===== config.mk =====
export PLATFORM = sky130hd
export DESIGN_NAME = ae_controller
export DESIGN_NICKNAME = d
export VERILOG_FILES = /design/src/rtl/ae_controller.sv
export SDC_FILE = /design/constraint.sdc
export NUM_CORES = 1
export LEC_CHECK = 0
export BUFFER_PORTS_ARGS = -buffer_cell sky130_fd_sc_hd__buf_2
export CAP_MARGIN = 15
export CORE_AREA = 8 8 97 120
export DETAILED_ROUTE_END_ITERATION = 16
export DIE_AREA = 0 0 105 128
export PLACE_DENSITY = 0.77
export SETUP_SLACK_MARGIN = 0.5
export SYNTH_ARGS = -nofsm -noshare
export SYNTH_HDL_FRONTEND = slang
export SYNTH_SLANG_ARGS = --single-unit

===== constraint.sdc =====
create_clock -name clk -period 10.17 [get_ports clk]
set_clock_uncertainty 0.05 [all_clocks]
set_input_delay 0 -clock clk [delete_from_list [all_inputs] [get_ports clk]]
set_output_delay 0 -clock clk [all_outputs]
set_load 0.01 [all_outputs]

===== src/rtl/ae_controller.sv =====
// ae_controller: closed-loop auto-exposure controller stepping sensor exposure and gain once per frame
//   clk               in   pixel-domain clock
//   rst_n             in   asynchronous active-low reset
//   ae_en             in   controller enable (level)
//   target_luma       in   [7:0]  target average luma
//   avg_brightness_in in   [7:0]  frame average, valid with frame_done_in
//   frame_done_in     in   one-cycle pulse per frame
//   exposure_out      out  [15:0] current exposure, lines
//   gain_out          out  [7:0]  current analogue gain, Q4.4
//   cfg_valid         out  new exposure/gain pair awaiting the register writer
//   cfg_ready         in   register writer accepts the pair
//   ae_locked         out  last evaluated frame was inside the lock window
// Build option: define AE_IIR_EN to feed the error calculation from a quarter-weight IIR-filtered luma.
module ae_controller #(
    parameter int EXP_MIN     = 16,
    parameter int EXP_MAX     = 748,
    parameter int EXP_INIT    = 400,
    parameter int GAIN_MIN    = 16,
    parameter int GAIN_MAX    = 128,
    parameter int GAIN_INIT   = 16,
    parameter int HYST        = 8,
    parameter int STEP_SHIFT  = 2,
    parameter int SKIP_FRAMES = 2
) (
    input  logic        clk,
    input  logic        rst_n,
    input  logic        ae_en,
    input  logic [7:0]  target_luma,
    input  logic [7:0]  avg_brightness_in,
    input  logic        frame_done_in,
    output logic [15:0] exposure_out,
    output logic [7:0]  gain_out,
    output logic        cfg_valid,
    input  logic        cfg_ready,
    output logic        ae_locked
);
    typedef enum logic [1:0] {IDLE, CALC, ADJUST, ISSUE} state_t;
    localparam int SW = (SKIP_FRAMES > 0) ? $clog2(SKIP_FRAMES + 1) : 1;
    localparam logic [15:0] EXP_MAX_V  = 16'(EXP_MAX);
    localparam logic [15:0] EXP_MIN_V  = 16'(EXP_MIN);
    localparam logic [7:0]  GAIN_MAX_V = 8'(GAIN_MAX);
    localparam logic [7:0]  GAIN_MIN_V = 8'(GAIN_MIN);
    localparam logic [7:0]  HYST_V     = 8'(HYST);
    localparam logic signed [16:0] EXP_MAX_S  = 17'(EXP_MAX);
    localparam logic signed [16:0] EXP_MIN_S  = 17'(EXP_MIN);
    localparam logic signed [16:0] GAIN_MAX_S = 17'(GAIN_MAX);
    localparam logic signed [16:0] GAIN_MIN_S = 17'(GAIN_MIN);
    state_t state, state_nx;
    logic [7:0] luma, luma_nx, step, step_nx, gain_nx, mag, shifted, adj_gain;
    logic [15:0] exp_nx, adj_exp;
    logic [SW-1:0] skip_cnt, skip_nx;
    logic dark, dark_nx, valid_nx, locked_nx;
    logic signed [8:0] err;
    logic signed [16:0] exp_up, exp_dn, gain_up, gain_dn;
`ifdef AE_IIR_EN
    logic primed, primed_nx;
    logic signed [9:0] f_diff, f_sum;
    assign f_diff = $signed({2'b00, avg_brightness_in}) - $signed({2'b00, luma});
    assign f_sum  = $signed({2'b00, luma}) + (f_diff >>> 2);
`endif
    assign err     = $signed({1'b0, luma}) - $signed({1'b0, target_luma});
    assign mag     = err[8] ? 8'(-err) : err[7:0];
    assign shifted = mag >> STEP_SHIFT;
    // 17-bit signed intermediates so over/underflow is visible before saturation
    assign exp_up  = $signed({1'b0, exposure_out}) + $signed({7'b0, step, 2'b00});
    assign exp_dn  = $signed({1'b0, exposure_out}) - $signed({7'b0, step, 2'b00});
    assign gain_up = $signed({9'b0, gain_out}) + $signed({9'b0, step});
    assign gain_dn = $signed({9'b0, gain_out}) - $signed({9'b0, step});
    // Dark frames raise exposure first and gain only once exposure is pinned;
    // bright frames shed gain first so noise is minimised.
    always_comb begin
        adj_exp  = exposure_out;
        adj_gain = gain_out;
        if (dark) begin
            if (exposure_out < EXP_MAX_V) adj_exp = (exp_up > EXP_MAX_S) ? EXP_MAX_V : exp_up[15:0];
            else adj_gain = (gain_up > GAIN_MAX_S) ? GAIN_MAX_V : gain_up[7:0];
        end else begin
            if (gain_out > GAIN_MIN_V) adj_gain = (gain_dn < GAIN_MIN_S) ? GAIN_MIN_V : gain_dn[7:0];
            else adj_exp = (exp_dn < EXP_MIN_S) ? EXP_MIN_V : exp_dn[15:0];
        end
    end
    always_comb begin
        state_nx  = state;
        luma_nx   = luma;
        skip_nx   = skip_cnt;
        step_nx   = step;
        dark_nx   = dark;
        exp_nx    = exposure_out;
        gain_nx   = gain_out;
        valid_nx  = cfg_valid;
        locked_nx = ae_locked;
`ifdef AE_IIR_EN
        primed_nx = ae_en ? primed : 1'b0;
`endif
        case (state)
            IDLE: begin
                if (!ae_en) begin
                    locked_nx = 1'b0;
                    skip_nx   = '0;
                end else if (frame_done_in) begin
`ifdef AE_IIR_EN
                    luma_nx   = primed ? f_sum[7:0] : avg_brightness_in;
                    primed_nx = 1'b1;
`else
                    luma_nx   = avg_brightness_in;
`endif
                    if (skip_cnt != '0) skip_nx = skip_cnt - 1'b1;
                    else state_nx = CALC;
                end
            end
            CALC: begin
                state_nx = IDLE;
                if (!ae_en) begin
                    locked_nx = 1'b0;
                    skip_nx   = '0;
                end else if (mag <= HYST_V) begin
                    locked_nx = 1'b1;
                end else begin
                    locked_nx = 1'b0;
                    step_nx   = (shifted == 8'd0) ? 8'd1 : shifted;
                    dark_nx   = err[8];
                    state_nx  = ADJUST;
                end
            end
            ADJUST: begin
                state_nx = IDLE;
                if (!ae_en) begin
                    locked_nx = 1'b0;
                    skip_nx   = '0;
                end else if (adj_exp != exposure_out || adj_gain != gain_out) begin
                    exp_nx   = adj_exp;
                    gain_nx  = adj_gain;
                    valid_nx = 1'b1;
                    state_nx = ISSUE;
                end
            end
            default: begin
                // handshake always completes, even if ae_en has dropped
                if (cfg_ready) begin
                    valid_nx = 1'b0;
                    skip_nx  = SW'(SKIP_FRAMES);
                    state_nx = IDLE;
                end
            end
        endcase
    end
    always_ff @(posedge clk or negedge rst_n) begin
        if (!rst_n) begin
            state        <= IDLE;
            luma         <= '0;
            skip_cnt     <= '0;
            step         <= '0;
            dark         <= 1'b0;
            exposure_out <= 16'(EXP_INIT);
            gain_out     <= 8'(GAIN_INIT);
            cfg_valid    <= 1'b0;
            ae_locked    <= 1'b0;
`ifdef AE_IIR_EN
            primed       <= 1'b0;
`endif
        end else begin
            state        <= state_nx;
            luma         <= luma_nx;
            skip_cnt     <= skip_nx;
            step         <= step_nx;
            dark         <= dark_nx;
            exposure_out <= exp_nx;
            gain_out     <= gain_nx;
            cfg_valid    <= valid_nx;
            ae_locked    <= locked_nx;
`ifdef AE_IIR_EN
            primed       <= primed_nx;
`endif
        end
    end
endmodule


# Word-level counts from Yosys, hierarchy flattened

Index checks and enable logic that the tools add are counted.

Flip-flop bits (word level): 47
Bits of input ports: 21
Output and inout port bits: 26
Logic and storage cells: 91

$add $sub $neg: 7
Magnitude comparators: 7
Equality and inequality tests: 13
Multiplexer cells: 35
Bitwise operators: 2
Reductions and logical operators: 18

Operators with widths:

| kind                   | count |
|---|---|
| $mux W16               | 5 |
| $mux W8                | 6 |
| $mux W2                | 13 |
| $sub A8 B8 Y9          | 2 |
| $add A16 B10 Y17       | 1 |
| $gt A17 B11 Y1 const B | 1 |
| $lt A17 B6 Y1 const B  | 1 |
| $sub A16 B10 Y17       | 1 |
| $lt A16 B10 Y1 const B | 1 |
| $ne A16 B16 Y1         | 1 |
| $ne A2 B2 Y1 const B   | 7 |
| $reduce_and A4 Y1      | 3 |
| $add A8 B8 Y9          | 1 |
| $gt A9 B8 Y1 const B   | 1 |
| $lt A9 B6 Y1 const B   | 1 |
| $reduce_and A3 Y1      | 3 |
| $gt A8 B5 Y1 const B   | 1 |
| $le A8 B4 Y1 const B   | 1 |
| $logic_not A8 Y1       | 1 |
| $ne A8 B8 Y1           | 1 |
| $neg A8 Y8             | 1 |
| $mux W1                | 6 |
| $mux W6                | 1 |
| $ne A3 B3 Y1 const B   | 2 |
| other kinds (14)       | 20 |

# Longest topological paths before layout

Depth in word-level cells: 10
Depth in mapped cells: 18
Gate-level depth less buffers: 16

# Least setup slack after synthesis

OpenSTA, ideal clock, no wires.

Path type: reg-to-reg
Start: register gain_out[0]
End: register gain_out[0]
Library setup time: 0.128 ns
Arrival: 4.005 ns
Slack: 5.987 ns
Stages on the path, launching flop included: 18
Path buffers: 2
Period minus slack after synthesis: 4.183 ns
Path through: dfrtp_1 > clkbuf_1 > inv_1 > ha_1 > inv_1 > fa_1 > a211oi_1 > nor3_1 > o31a_1 > nor4_1 > and2_1 > o311a_1 > a2111o_1 > nor4_1 > nand4_1 > o21bai_4 > buf_6 > mux2_1

Longest elaborated chain between the ends: 8
Elaborated cells on any way between the ends: 16
Classes of those cells: add/sub: 2; order compare: 3; eq/ne: 2; mux: 7; reduce/logical: 2

Ends and longest elaborated chain:

| element                                        | line   | RTL |
|---|---|---|
| start, declared                                | 32     | `output logic [7:0] gain_out,` |
| start signal, assigned                         | 155    | `gain_out <= 8'(GAIN_INIT);` |
| start signal, assigned                         | 168    | `gain_out <= gain_nx;` |
| $sub A8 B8 Y9 or $add A8 B8 Y9 (tied branches) | 68, 67 |  |
| $lt A9 B6 Y1 or $gt A9 B8 Y1 (tied branches)   | 78, 76 |  |
| $mux W8 (on tied branches)                     | 78, 76 |  |
| $mux W8 (on tied branches)                     | 78, 75 |  |
| $mux W8                                        | 74     | `if (dark) begin` |
| $ne A8 B8 Y1                                   | 130    | `end else if (adj_exp != exposure_out \|\| adj_gain != gain_out) begin` |
| $logic_or A1 B1 Y1                             | 130    |  |
| $reduce_and A3 Y1 (no source line)             | --     |  |

Parallel ways exist; a longest one is shown, timed or not.
A chain may end at the register's enable or synchronous reset.

# Worst setup path after layout

Start: register step[1]
End: register exposure_out[14]

Longest elaborated chain between the ends: 8
Elaborated cells on any way between the ends: 22
Classes of those cells: add/sub: 4; order compare: 4; eq/ne: 2; mux: 10; reduce/logical: 2

Ends and longest elaborated chain:

| element                                        | line | RTL |
|---|---|---|
| start, declared                                | 49   | `logic [7:0] luma, luma_nx, step, step_nx, gain_nx, mag, shifted, adj_gain;` |
| start signal, assigned                         | 165  | `step <= step_nx;` |
| $sub A16 B10 Y17 (tied with other cells)       | 66   | `assign exp_dn = $signed({1'b0, exposure_out}) - $signed({7'b0, step, 2'b00});` |
| $lt A17 B6 Y1 (tied with other cells)          | 79   | `else adj_exp = (exp_dn < EXP_MIN_S) ? EXP_MIN_V : exp_dn[15:0];` |
| $mux W16 (tied with other cells)               | 79   |  |
| $mux W16 (tied with other cells)               | 78   | `if (gain_out > GAIN_MIN_V) adj_gain = (gain_dn < GAIN_MIN_S) ? GAIN_MIN_V : gain_dn[7:0];` |
| $mux W16 or $mux W8 (tied branches)            | 74   |  |
| $ne A16 B16 Y1 or $ne A8 B8 Y1 (tied branches) | 130  |  |
| $logic_or A1 B1 Y1                             | 130  |  |
| $reduce_and A3 Y1 (no source line)             | --   |  |
| end signal, assigned                           | 154  | `exposure_out <= 16'(EXP_INIT);` |
| end signal, assigned                           | 167  | `exposure_out <= exp_nx;` |
| end, declared                                  | 31   | `output logic [15:0] exposure_out,` |

Parallel ways exist; a longest one is shown, timed or not.

==> qor.txt <==
Worst-Skew Late Latency: 0.30 ns
Max Root-Sink Buffers: 2
Initial antenna violation count: 0
Worst EP required: 10.30 ns
CTS Hold Bufs: 11
Register area share after synthesis: 20.26%
RSZ-0062 raised after global routing: no
PortBufs: 46
Post-synth EDFFs: 0
Initial cell density of the core: 56.68%
Ys flop type: dfrtp_1
ANT nets after route: 0
Slowest stage cell, crit path: a2111oi_4
Worst setup SP type: register
Cells after synthesis: 728
Number of vias per cell: 6.999
HP Class: input port to asynchronous set/reset pin
Final TNS setup: 0 ns
CTS buffer count: 5
Reg clk slew, reported paths: 0.07 ns
F_max: 176.6 MHz
Number of global-route vias before repair: 6,115
Wire per inst: 23.05 um
Max Cap Violations: 0
Number of setup buffers added after CTS: 0
Tightest Pin Transition: 0.8920 ns
Worst-path maximum fanout: 34
DRC violations left: 0
Slew margin rel.: 39.99%
Fraction of layout cells with a size suffix above 1: 11.76%
Area post-placement: 5823 sq um
Boundary Pins: 47
Chip width: 105 um
Count of different cell masters after synthesis: 81
GRT Util Overall: 29.75%
HPWL Detailed: 15,450 um
Final WS setup: 4.509 ns
Clock sink total: 45
Crit end category: register
Setup CP Type: register to register
Final setup viols: 0
Final Hold Fails: 0
Total number of vias: 6,201
Post-synthesis register bit count: 45
Layout area overhead: 9.256%
Worst Path Arrival: 5.79 ns
First-pass GRT wire length: 32,240 um
Initial DRC count: 502
GRT overflow: 0
Fill count: 931
Pin count of the biggest net entering global routing: 46
Routed wire length: 20,420 um
Post-synth ARST share: 100.0%
Place WS: 4.626 ns
Syn_area_per_cell: 7.669 sq um
Status: finished, final reports clean
Cell area after synthesis: 5583 sq um
H-tree levels: 2
Post-CTS Resized: 0
GP Congestion: 1.032
Finished Cell Area: 6100 sq um
Drt first pass iters: 6
Die area: 13,440 sq um
Synth Net Count: 791
Worst-path cell chain: inv_1, ha_1, and3b_1, o2111a_1, nor4_2, xnor2_1, a2111oi_4, nor2_2, a2111o_1, nor4_1, nand4_1, o21bai_4, nor3_1, mux2_1
Final min period: 5.661 ns
Std-Cell Core Area: 9849 sq um
Die H: 128 um
CTS tree: built
CP max stage delay: 0.74 ns
Ant. Diodes: 0
Pins Over Slew Limit: 0
Std-Cell Rows: 41
Clk Tree Root Cell: clkbuf_16
Final worst path period share: 55.66%
Ys Warns: 0
Final net count: 819
-- cells by family after synthesis --
group | synth area share, %
and+or+nand+nor | 23.71
adders and majority gates | 10.09
AOI/OAI and AO/OA | 31.29
buffers and inverters | 6.006
muxes | 4.101
DFF | 20.26
xor gates and xnor gates | 4.549
-- stage by stage --
stage / hold WS [ns] / std cells / utilization (%)
5_1_grt: 0.05118 / 886 / 61.93
3_5_place_dp: 0.1858 / 866 / 59.12
2_1_floorplan: -0.3456 / 728 / -
6_report: 0.04531 / 886 / 61.93
4_1_cts: 0.1277 / 885 / 61.73
3_3_place_gp: 0.1816 / 866 / 59.12
-- final cells by class --
cell class	count	area (sq um)	share of cell area, %
Multi-Input combinational cell	599	4116	67.49
Sequential cell	45	1131	18.54
Timing Repair Buffer	60	375.4	6.154
Inverter	45	168.9	2.769
Tap cell	129	161.4	2.646
Clock buffer	5	125.1	2.051
Clock inverter	3	21.27	0.3487
-- cells in the mapped netlist, types with 9 or more instances --
library cell / n / area share [%]
a21o_1: 10 / 1.3
a21oi_1: 36 / 3.2
clkbuf_1: 27 / 1.8
dfrtp_1: 41 / 18
ha_1: 37 / 8.3
inv_1: 45 / 3.0
mux2_2: 13 / 2.6
nand2_1: 56 / 3.8
nand2b_1: 13 / 1.5
nand3_1: 21 / 1.9
nand4_1: 9 / 1.0
nor2_1: 73 / 4.9
nor2b_1: 14 / 1.6
nor3_1: 26 / 2.3
nor4_1: 10 / 1.1
o21a_1: 9 / 1.2
o21ai_0: 50 / 4.5
o31ai_1: 11 / 1.5
or3_1: 9 / 1.0
xnor2_1: 19 / 3.0
xor2_1: 10 / 1.6
-- state kept, by name, summed over array words and instances (netlist names) --
signal,count
gain_out,8
ae_locked,1
state,2
luma,8
skip_cnt,2
step,6
exposure_out,16
cfg_valid,1
dark,1
-- critical path: cells and delay by family, from the launching register on --
family                     cells  cell delay, ns
xor gates and xnor gates       1            0.21
DFF                            1            0.56
adders and majority gates      1            0.38
AOI/OAI and AO/OA              4            2.27
muxes                          1            0.33
buffers and inverters          1            0.25
and+or+nand+nor                6            1.47
-- cells in the final DEF, fill, tap and decap left out, types with 6 or more instances in the layout --
cell,n
nand3_1,21
o211ai_1,7
a21o_1,10
nand2_1,56
a31oi_1,7
dfrtp_1,41
nor2b_1,14
or3_1,9
nand2b_1,13
o21ai_0,50
nand4_1,9
xor2_1,10
mux2i_1,6
nor3_1,26
buf_2,46
inv_1,45
ha_1,37
o22a_1,6
a22oi_1,6
o22ai_1,8
nor4_1,10
a21oi_1,36
xnor2_1,19
nor2_1,73
o21a_1,9
mux2_2,13
dlygate4sd3_1,11
o31ai_1,11
-- worst paths after layout --
check                         startpoint               end  slack, ns  cells after the start
max                              step[1]  exposure_out[14]       4.51                     14
min                                rst_n          state[0]       0.05                      2
max reg2reg                      step[1]  exposure_out[14]       4.51                     14
min reg2reg                      luma[0]           luma[0]       0.47                      1
max in group asynchronous          rst_n   exposure_out[4]       9.49                      3
min in group clk           frame_done_in       skip_cnt[0]       0.14                      5
-- routing by layer --
| layer | part of all wire (%) | up-vias | wire length (um) | GRT usage [%] |
|---|---|---|---|---|
| met5 | 0 | - | 0 | 0 |
| met4 | 6.6 | 0 | 1351 | 19.95 |
| met3 | 7.0 | 110 | 1438 | 5.231 |
| met2 | 48 | 342 | 9839 | 50.49 |
| met1 | 38 | 2962 | 7792 | 33.53 |
| li1 | - | 2787 | - | - |
Power is not shown: default switching activity piles up to over one toggle a cycle in this logic, so the estimate is an artifact.
